<file path="src/rtl/maxpool1_layer_pkg.sv">
// ----------------------------------------------------------------------------
// maxpool1_layer_pkg
// Shared CNN parameters for the first conv/pool stage. conv1_layer and
// maxpool1_layer both take their defaults from here.
//   DATA_W  : conv sample width (signed two's complement)
//   IMG_W   : conv feature-map width and height (28-5+1), must be even
//   POOL_W  : pooled map width and height (IMG_W/2)
// ----------------------------------------------------------------------------
package maxpool1_layer_pkg;

    localparam int DATA_W = 12;
    localparam int IMG_W  = 24;
    localparam int POOL_W = IMG_W / 2;

    // Counter width for a 0..n-1 counter, never less than one bit
    function automatic int cntWidth(input int n);
        return (n > 1) ? $clog2(n) : 1;
    endfunction

endpackage

</file>
<file path="src/rtl/maxpool1_layer_channel.sv">
// ----------------------------------------------------------------------------
// maxpool_channel
// One channel of the 2x2 max-pool with ReLU. The horizontal max of each
// pixel pair is formed on odd columns; on even rows it is parked in a line
// buffer, on odd rows it is combined with the parked value to finish the
// 2x2 window.
// Ports:
//   i_clk      : clock
//   i_rst_n    : asynchronous active-low reset
//   i_valid    : i_sample carries a valid pixel this cycle
//   i_col_odd  : current pixel sits in an odd column
//   i_row_odd  : current pixel sits in an odd row
//   i_addr     : line buffer entry (col/2)
//   i_sample   : signed conv sample
//   o_pool     : registered ReLU(2x2 max), holds between updates
// ----------------------------------------------------------------------------
module maxpool_channel
    import maxpool1_layer_pkg::*;
#(
    parameter int DATA_W = maxpool1_layer_pkg::DATA_W,
    parameter int IMG_W  = maxpool1_layer_pkg::IMG_W,
    localparam int POOL_W = IMG_W / 2,
    localparam int ADDR_W = cntWidth(IMG_W) - 1
) (
    input  logic                     i_clk,
    input  logic                     i_rst_n,
    input  logic                     i_valid,
    input  logic                     i_col_odd,
    input  logic                     i_row_odd,
    input  logic [ADDR_W-1:0]        i_addr,
    input  logic signed [DATA_W-1:0] i_sample,
    output logic signed [DATA_W-1:0] o_pool
);

    logic signed [DATA_W-1:0] r_pair;
    logic signed [DATA_W-1:0] r_pool;
    logic signed [DATA_W-1:0] r_line [POOL_W];
    logic signed [DATA_W-1:0] w_hmax;
    logic signed [DATA_W-1:0] w_vmax;
    logic signed [DATA_W-1:0] w_relu;

    // Horizontal max of the pair, vertical max against the parked row, then
    // ReLU: a set sign bit means negative, which clamps to zero
    always_comb begin
        w_hmax = (r_pair > i_sample) ? r_pair : i_sample;
        w_vmax = (r_line[i_addr] > w_hmax) ? r_line[i_addr] : w_hmax;
        w_relu = w_vmax[DATA_W-1] ? '0 : w_vmax;
    end

    always_ff @(posedge i_clk or negedge i_rst_n) begin
        if (!i_rst_n) begin
            r_pair <= '0;
            r_pool <= '0;
        end else if (i_valid) begin
            if (!i_col_odd) begin
                r_pair <= i_sample;
            end else if (i_row_odd) begin
                r_pool <= w_relu;
            end
        end
    end

    // No reset: every entry is written on an even row before it is read
    always_ff @(posedge i_clk) begin
        if (i_valid && i_col_odd && !i_row_odd) begin
            r_line[i_addr] <= w_hmax;
        end
    end

    assign o_pool = r_pool;

endmodule

</file>
<file path="src/rtl/maxpool1_layer.sv">
// ----------------------------------------------------------------------------
// maxpool1_layer
// 2x2 / stride-2 max-pool with ReLU over the three conv1 channels. Shared
// raster counters advance only on valid pixels; each channel does its own
// compare and line buffering.
// Ports:
//   clk, rst_n             : clock, asynchronous active-low reset
//   valid_in               : conv_in_* carry one valid pixel this cycle
//   conv_in_1..3           : signed conv samples, raster order
//   pool_out_1..3          : pooled, non-negative results (held when idle)
//   valid_out              : pool_out_* updated this cycle (one-cycle pulse)
// ----------------------------------------------------------------------------
module maxpool1_layer
    import maxpool1_layer_pkg::*;
#(
    parameter int DATA_W = maxpool1_layer_pkg::DATA_W,
    parameter int IMG_W  = maxpool1_layer_pkg::IMG_W
) (
    input  logic                     clk,
    input  logic                     rst_n,
    input  logic                     valid_in,
    input  logic signed [DATA_W-1:0] conv_in_1,
    input  logic signed [DATA_W-1:0] conv_in_2,
    input  logic signed [DATA_W-1:0] conv_in_3,
    output logic signed [DATA_W-1:0] pool_out_1,
    output logic signed [DATA_W-1:0] pool_out_2,
    output logic signed [DATA_W-1:0] pool_out_3,
    output logic                     valid_out
);

    localparam int CNT_W  = cntWidth(IMG_W);
    localparam int ADDR_W = CNT_W - 1;

    logic [CNT_W-1:0]  r_col;
    logic [CNT_W-1:0]  r_row;
    logic              r_valid_out;
    logic              w_col_odd;
    logic              w_row_odd;
    logic              w_col_last;
    logic              w_row_last;
    logic [ADDR_W-1:0] w_addr;

    assign w_col_odd  = r_col[0];
    assign w_row_odd  = r_row[0];
    assign w_col_last = (r_col == CNT_W'(IMG_W - 1));
    assign w_row_last = (r_row == CNT_W'(IMG_W - 1));
    assign w_addr     = r_col[CNT_W-1:1];

    // Raster position of the next valid pixel; a frame end rolls straight
    // into (0,0) of the next frame
    always_ff @(posedge clk or negedge rst_n) begin
        if (!rst_n) begin
            r_col       <= '0;
            r_row       <= '0;
            r_valid_out <= 1'b0;
        end else begin
            r_valid_out <= valid_in && w_col_odd && w_row_odd;
            if (valid_in) begin
                if (w_col_last) begin
                    r_col <= '0;
                    r_row <= w_row_last ? '0 : r_row + 1'b1;
                end else begin
                    r_col <= r_col + 1'b1;
                end
            end
        end
    end

    assign valid_out = r_valid_out;

    maxpool_channel #(.DATA_W(DATA_W), .IMG_W(IMG_W)) u_ch1 (
        .i_clk(clk), .i_rst_n(rst_n), .i_valid(valid_in),
        .i_col_odd(w_col_odd), .i_row_odd(w_row_odd), .i_addr(w_addr),
        .i_sample(conv_in_1), .o_pool(pool_out_1)
    );

    maxpool_channel #(.DATA_W(DATA_W), .IMG_W(IMG_W)) u_ch2 (
        .i_clk(clk), .i_rst_n(rst_n), .i_valid(valid_in),
        .i_col_odd(w_col_odd), .i_row_odd(w_row_odd), .i_addr(w_addr),
        .i_sample(conv_in_2), .o_pool(pool_out_2)
    );

    maxpool_channel #(.DATA_W(DATA_W), .IMG_W(IMG_W)) u_ch3 (
        .i_clk(clk), .i_rst_n(rst_n), .i_valid(valid_in),
        .i_col_odd(w_col_odd), .i_row_odd(w_row_odd), .i_addr(w_addr),
        .i_sample(conv_in_3), .o_pool(pool_out_3)
    );

endmodule

</file>
<file path="config.mk">
export PLATFORM = sky130hd
export DESIGN_NAME = maxpool1_layer
export DESIGN_NICKNAME = d
export VERILOG_FILES = /design/src/rtl/maxpool1_layer_pkg.sv /design/src/rtl/maxpool1_layer_channel.sv /design/src/rtl/maxpool1_layer.sv
export SDC_FILE = /design/constraint.sdc
export NUM_CORES = 1
export LEC_CHECK = 0
export ABC_AREA = 1
export CORE_UTILIZATION = 50
export CTS_BUF_LIST = sky130_fd_sc_hd__clkbuf_4 sky130_fd_sc_hd__clkbuf_8 sky130_fd_sc_hd__clkbuf_16
export CTS_CLUSTER_DIAMETER = 40
export DETAILED_ROUTE_END_ITERATION = 8
export PLACE_DENSITY = 0.71
export SKIP_CTS_REPAIR_TIMING = 1
export SYNTH_ARGS = -nofsm -noshare
export SYNTH_HDL_FRONTEND = slang
export SYNTH_HIERARCHICAL = 1
export SYNTH_SLANG_ARGS = --single-unit
</file>
<file path="constraint.sdc">
create_clock -name clk -period 8.51 [get_ports clk]
set_input_delay 1.702 -clock clk [delete_from_list [all_inputs] [get_ports clk]]
set_output_delay 1.702 -clock clk [all_outputs]
set_load 0.05 [all_outputs]
</file>
Word level (Yosys, flattened, before mapping)
Memory sizes are Yosys's and may differ from the RTL's. Cells that the tools add are included.

Bitwise logic cells: 1. Add/sub/neg operators: 2. Mux-type cells: 13. Order comparisons: 6. Reduce and logical (&&, ||, !) cells: 7. Equal/unequal tests: 2.

Operator list (count): $gt 12x12->1 (6); $mux 12 (6); $mux 11 (3); $add 5x1->5 const B (2); $eq 5x5->1 const B (2); $mux 5 (2); $reduce_and 2->1 (2); $logic_and 1x1->1 (3); $reduce_and 3->1 (1); $mux 1 (2); $logic_not 1->1 (1); $not 1->1 (1).

Flip-flop bits (word level): 83. Bits of input ports: 39. Memory bits (writable): 432. Output and inout port bits: 37. Memories kept: 3. Logic and storage cells: 43.

Memories: u_ch1.r_line (depth 12, width 12, read ports 1, clocked after Yosys merged registers in 0, wr ports 1, RTL line maxpool1_layer_channel.sv:37) `logic signed [DATA_W-1:0] r_line [POOL_W];`; u_ch2.r_line (depth 12, width 12, read ports 1, clocked after Yosys merged registers in 0, wr ports 1, RTL line maxpool1_layer_channel.sv:37); u_ch3.r_line (depth 12, width 12, read ports 1, clocked after Yosys merged registers in 0, wr ports 1, RTL line maxpool1_layer_channel.sv:37).

Longest topological paths before layout
Depth in word-level cells: 5. Depth in mapped cells: 32. Gate-level depth less buffers: 30.

By module
The synthesis kept the hierarchy.

By module, submodules not included: maxpool_channel (u_ch2 ...) (cells an instance 622, seq. area each 4899.7 um^2, times used 2, area an instance 7413.4 um^2); maxpool_channel (u_ch1) (cells an instance 621, seq. area each 4899.7 um^2, times used 1, area an instance 7398.3 um^2); maxpool1_layer (cells an instance 70, seq. area each 275.3 um^2, times used 1, area an instance 583.1 um^2).

Worst setup path after synthesis
Ideal clock, no wire load.

Kind: input port to flip-flop. Start: in conv_in_1[11]. End: reg u_ch1.r_pool[0] (netlist: u_ch1/o_pool[0]). Data required time: 8.392 ns. Setup time: 0.118 ns. Path buffers: 2. Path slack: 3.299 ns. Stages on the path: 23. Arrival time: 5.093 ns. Path through: inv_1 -> ha_1 -> a21o_1 -> nor2_1 -> nand4_1 -> nand3_4 -> clkbuf_1 -> inv_1 -> o21ai_0 -> inv_1 -> ha_1 -> nand3_1 -> o211ai_1 -> nand3_1 -> nand2_1 -> inv_2 -> nand3_2 -> nand3_2 -> buf_6 -> nand2_1 -> nand2_1 -> nand3_2 -> nand2_1.

Word-level cells in the longest chain between the ends: 5.

Ends and longest elaborated chain: start, declared (RTL line maxpool1_layer.sv:22) `input logic signed [DATA_W-1:0] conv_in_1,`; $gt 12x12->1 (RTL line maxpool1_layer_channel.sv:45) `w_hmax = (r_pair > i_sample) ? r_pair : i_sample;`; $mux 12 (RTL line maxpool1_layer_channel.sv:45); net u_ch1.w_hmax[1] (RTL line maxpool1_layer_channel.sv:38) `logic signed [DATA_W-1:0] w_hmax;`; $gt 12x12->1 (RTL line maxpool1_layer_channel.sv:46) `w_vmax = (r_line[i_addr] > w_hmax) ? r_line[i_addr] : w_hmax;`; $mux 12 (RTL line maxpool1_layer_channel.sv:46); $mux 11 (RTL line maxpool1_layer_channel.sv:47) `w_relu = w_vmax[DATA_W-1] ? '0 : w_vmax;`; end signal, assigned (RTL line maxpool1_layer_channel.sv:58) `r_pool <= w_relu;`; end, declared (RTL line maxpool1_layer_channel.sv:36) `logic signed [DATA_W-1:0] r_pool;`.

The timed path passes the listed nets, and every way through them passes these cells. A chain may end at the register's enable or synchronous reset.

Worst setup path in the final report
Start: in conv_in_2[11]. End: reg u_ch2.r_pool[9] (netlist: u_ch2/o_pool[9]).

Word-level cells in the longest chain between the ends: 5.

Ends and longest elaborated chain: start, declared (RTL line maxpool1_layer.sv:23) `input logic signed [DATA_W-1:0] conv_in_2,`; $gt 12x12->1 (RTL line maxpool1_layer_channel.sv:45); $mux 12 (RTL line maxpool1_layer_channel.sv:45); net u_ch2.w_hmax[1] (RTL line maxpool1_layer_channel.sv:38); $gt 12x12->1 (RTL line maxpool1_layer_channel.sv:46); $mux 12 (RTL line maxpool1_layer_channel.sv:46); $mux 11 (RTL line maxpool1_layer_channel.sv:47); end signal, assigned (RTL line maxpool1_layer_channel.sv:58); end, declared (RTL line maxpool1_layer_channel.sv:36).

The timed path passes the listed nets, and every way through them passes these cells.

==> summary.txt <==
Timing
  • RSZ-0062 raised after global routing: false
  • TNS Setup: 0 ns
  • Min Tclk post-route: ~5.6 ns
  • Tcrit/Tclk final: between 60% and 70%
  • Final number of hold-violating endpoints: 0
  • Final setup vio count: 0
  • Hold Slack: 0.4853 ns
  • Slew margin rel.: 17.03%
  • Final Max Tran Viols: 0
  • Fmax: ~180 MHz
  • Setup Skew: about 0.024 ns
  • Worst Max-Slew Pin Slew: 1.238 ns

Cells and area
  • Final std cells w/o fill: 2696
  • Fill count: roughly 3500
  • Ant. Diodes: 0
  • Area Overhead vs Synth: 16.68%
  • Fraction of layout cells with a size suffix above 1: 15.73%
  • Nets: 2151

Detailed routing
  • Final ANT Viol Nets: 0
  • DRC Markers: 0
  • First-pass DRT Iterations: 5
  • Vias per cell: 5.799
  • Routed len/inst: around 20 um
  • 1st-iter DRT viols: roughly 1600
  • Total Wirelength: between 50000 and 60000 um
  • Vias after detailed routing: 15630

Global route
  • GRT Overall Usage: about a quarter
  • Number of global-route vias before repair: approximately 15000
  • Pin count of the biggest net entering global routing: between 70 and 80
  • Antenna violations before repair: 1
  • First-pass GRT wire length: around 84000 um
  • Grt ovf: 0

Floorplan
  • # IOs: between 70 and 80
  • Row count: between 70 and 80
  • Die W: 215.6 um
  • Starting density of the core: about half
  • Core ar.: ~45000 um2
  • Die height: 215.6 um
  • Full die area: 46470 um2

Logic synthesis
  • Dominant cell type by area after synthesis: edfxtp_1
  • Gate Count Post-Synth: a little under 2000
  • Ys flop type: edfxtp_1
  • Post-synth EDFFs: 432
  • Ys async rst share: about 16%
  • Post-synth cell types: 43
  • #FFs+latches synth: 512
  • Top-area cell type share of the netlist area: about 57%
  • Synth warn: 6
  • Mapped Avg Cell Area: ~12 um2
  • Sequential area share after synthesis: ~66%
  • Top cells by area, synth: edfxtp_1, dfrtp_1, nand2_1
  • Cell area after synthesis: roughly 23000 um2
  • Post-Syn Nets: ~2000

Critical path
  • Type of the worst setup path: in -> reg
  • Worst Path Arrival: 6.12 ns
  • Startpoint types: primary input
  • Crit end category: register
  • Critical Path RT: around 9.0 ns
  • Crit Path Max Fanout: 15

Placed design
  • Final Wtd Congestion: 0.8549
  • DP Wirelength: ~35000 um
  • Placed Cells: ~2600
  • PortBufs: around 70

Flow run
  • Max-cap violation count: 0

Clock network
  • CTS tree: done
  • # clock sinks: 512
  • CTS root buf: clkbuf_16
  • Max clock buf depth: 3
  • Num CTS Buffers: 69
  • Max H-tree Level: 3
  • Clock transition at the registers of the reported paths: roughly 0.06 ns
  • Clk_lat worst skew: approximately 0.6 ns

Worst hold path
  • Worst hold-check path type: reg -> reg

Outcome
  • Status: finished, final reports clean
-- kinds of logic (layout without fill, tap and decap cells) --
family | after synthesis | count (layout) | synth area share (%)
and+or+nand+nor | 699 | 699 | 15.44
DFF | 512 | 512 | 65.65
AOI/OAI and AO/OA | 396 | 396 | 10.42
buffers and inverters | 259 | 428 | 4.827
adders and majority gates | 65 | 65 | 3.566
other | 3 | 3 | 0.04937
muxes | 1 | 1 | 0.04937
-- cell type report --
cell class	instances	area [um2]	area share (%)
clock buffers	85	1913	7.189
repair buffers	112	1018	3.827
flip-flops and latches	512	14970	56.27
well taps	592	740.7	2.783
inverters	188	705.7	2.652
multi-input cells	1164	6853	25.75
clock inverters	43	406.6	1.528
-- layout by cell type (no fill, tap or decap), types with 8 or more instances in the layout --
| cell type | count |
|---|---|
| dfrtp_1 | 80 |
| o21ai_1 | 10 |
| nor2_1 | 84 |
| ha_1 | 65 |
| clkinv_1 | 18 |
| nand2_2 | 42 |
| buf_4 | 41 |
| o21ai_0 | 122 |
| clkbuf_16 | 71 |
| o22ai_1 | 159 |
| nor3_1 | 10 |
| and3_1 | 18 |
| a22oi_1 | 48 |
| nand3_2 | 44 |
| or2_2 | 21 |
| clkbuf_4 | 9 |
| nand3_1 | 44 |
| clkinv_2 | 8 |
| nand2_1 | 336 |
| edfxtp_1 | 432 |
| nor2_4 | 8 |
| a21oi_1 | 29 |
| inv_1 | 163 |
| inv_2 | 11 |
| inv_6 | 12 |
| nand4_1 | 50 |
| clkdlybuf4s50_1 | 71 |
| nor3_2 | 24 |
-- cell usage after synthesis, types with 5 or more instances --
master / count
a21oi_1: 29
a22o_1: 6
a22oi_1: 48
a31oi_1: 6
and3_1: 18
buf_1: 10
buf_2: 13
buf_4: 11
buf_6: 5
clkbuf_1: 29
clkinv_1: 14
dfrtp_1: 80
edfxtp_1: 432
ha_1: 65
inv_1: 163
inv_2: 11
nand2_1: 336
nand2_2: 42
nand2_4: 6
nand3_1: 44
nand3_2: 44
nand3_4: 5
nand4_1: 50
nor2_1: 84
nor2_4: 8
nor3_1: 34
o21ai_0: 122
o21ai_1: 10
o22ai_1: 159
or2_2: 21
-- critical path, cell delays in order --
cell             delay (ns)
clkdlybuf4s50_1        0.51
inv_1                  0.07
ha_1                   0.36
nand2_1                0.11
inv_1                  0.05
nand2_2                0.09
inv_1                  0.06
nand2_1                0.12
nand3_2                0.10
nand2_1                0.11
nand3_4                0.16
inv_1                  0.26
nand2_1                0.09
o21ai_0                0.11
buf_4                  0.24
inv_1                  0.07
ha_1                   0.28
nand3_1                0.09
nor2_1                 0.13
nand4_1                0.47
nand3_4                0.37
nand2_2                0.07
nand2_2                0.24
nand3_1                0.14
nand2_1                0.09
-- worst paths after layout --
kind                                  from  slack (ns)         endpoint  cells after the start
min                        u_ch2/o_pool[1]        0.49  u_ch2/o_pool[1]                      2
min in group asynchronous            rst_n        0.93  u_ch2/r_pair[0]                      1
min reg2reg                u_ch2/o_pool[1]        0.49  u_ch2/o_pool[1]                      2
max in group asynchronous            rst_n        6.36  u_ch3/r_pair[0]                      2
max reg2reg                       r_col[2]        3.50  u_ch3/o_pool[9]                     19
max                          conv_in_2[11]        2.91  u_ch2/o_pool[9]                     25
-- registers in the layout (all words and copies together), names as in the netlist --
| register | cells |
|---|---|
| u_ch1/r_line | 144 |
| u_ch2/r_line | 144 |
| u_ch3/r_line | 144 |
| u_ch1/r_pair | 12 |
| u_ch2/r_pair | 12 |
| u_ch3/r_pair | 12 |
| u_ch1/o_pool | 11 |
| u_ch2/o_pool | 11 |
| u_ch3/o_pool | 11 |
| r_col | 5 |
| r_row | 5 |
| valid_out | 1 |
-- per-stage QoR --
stage               cell area (um2)  worst slack (ns)  utilization (%)
floorplan                     22810             3.299                -
global placement              24290             2.532            54.46
detailed placement            24290             2.428            54.46
CTS                           26610             2.974            59.66
global route                  26610             2.500            59.66
finish                        26610             2.913            59.66
-- metal layers --
| layer | global-route usage, % | vias up | wire length [um] |
|---|---|---|---|
| li1 | - | 7268 | - |
| met1 | 31.51 | 7621 | 22920 |
| met2 | 36.89 | 626 | 25270 |
| met3 | 5.779 | 116 | 4486 |
| met4 | 8.392 | 2 | 1493 |
| met5 | 0 | - | 17 |
Power is not shown: default switching activity piles up to over one toggle a cycle in this logic, so the estimate is an artifact.
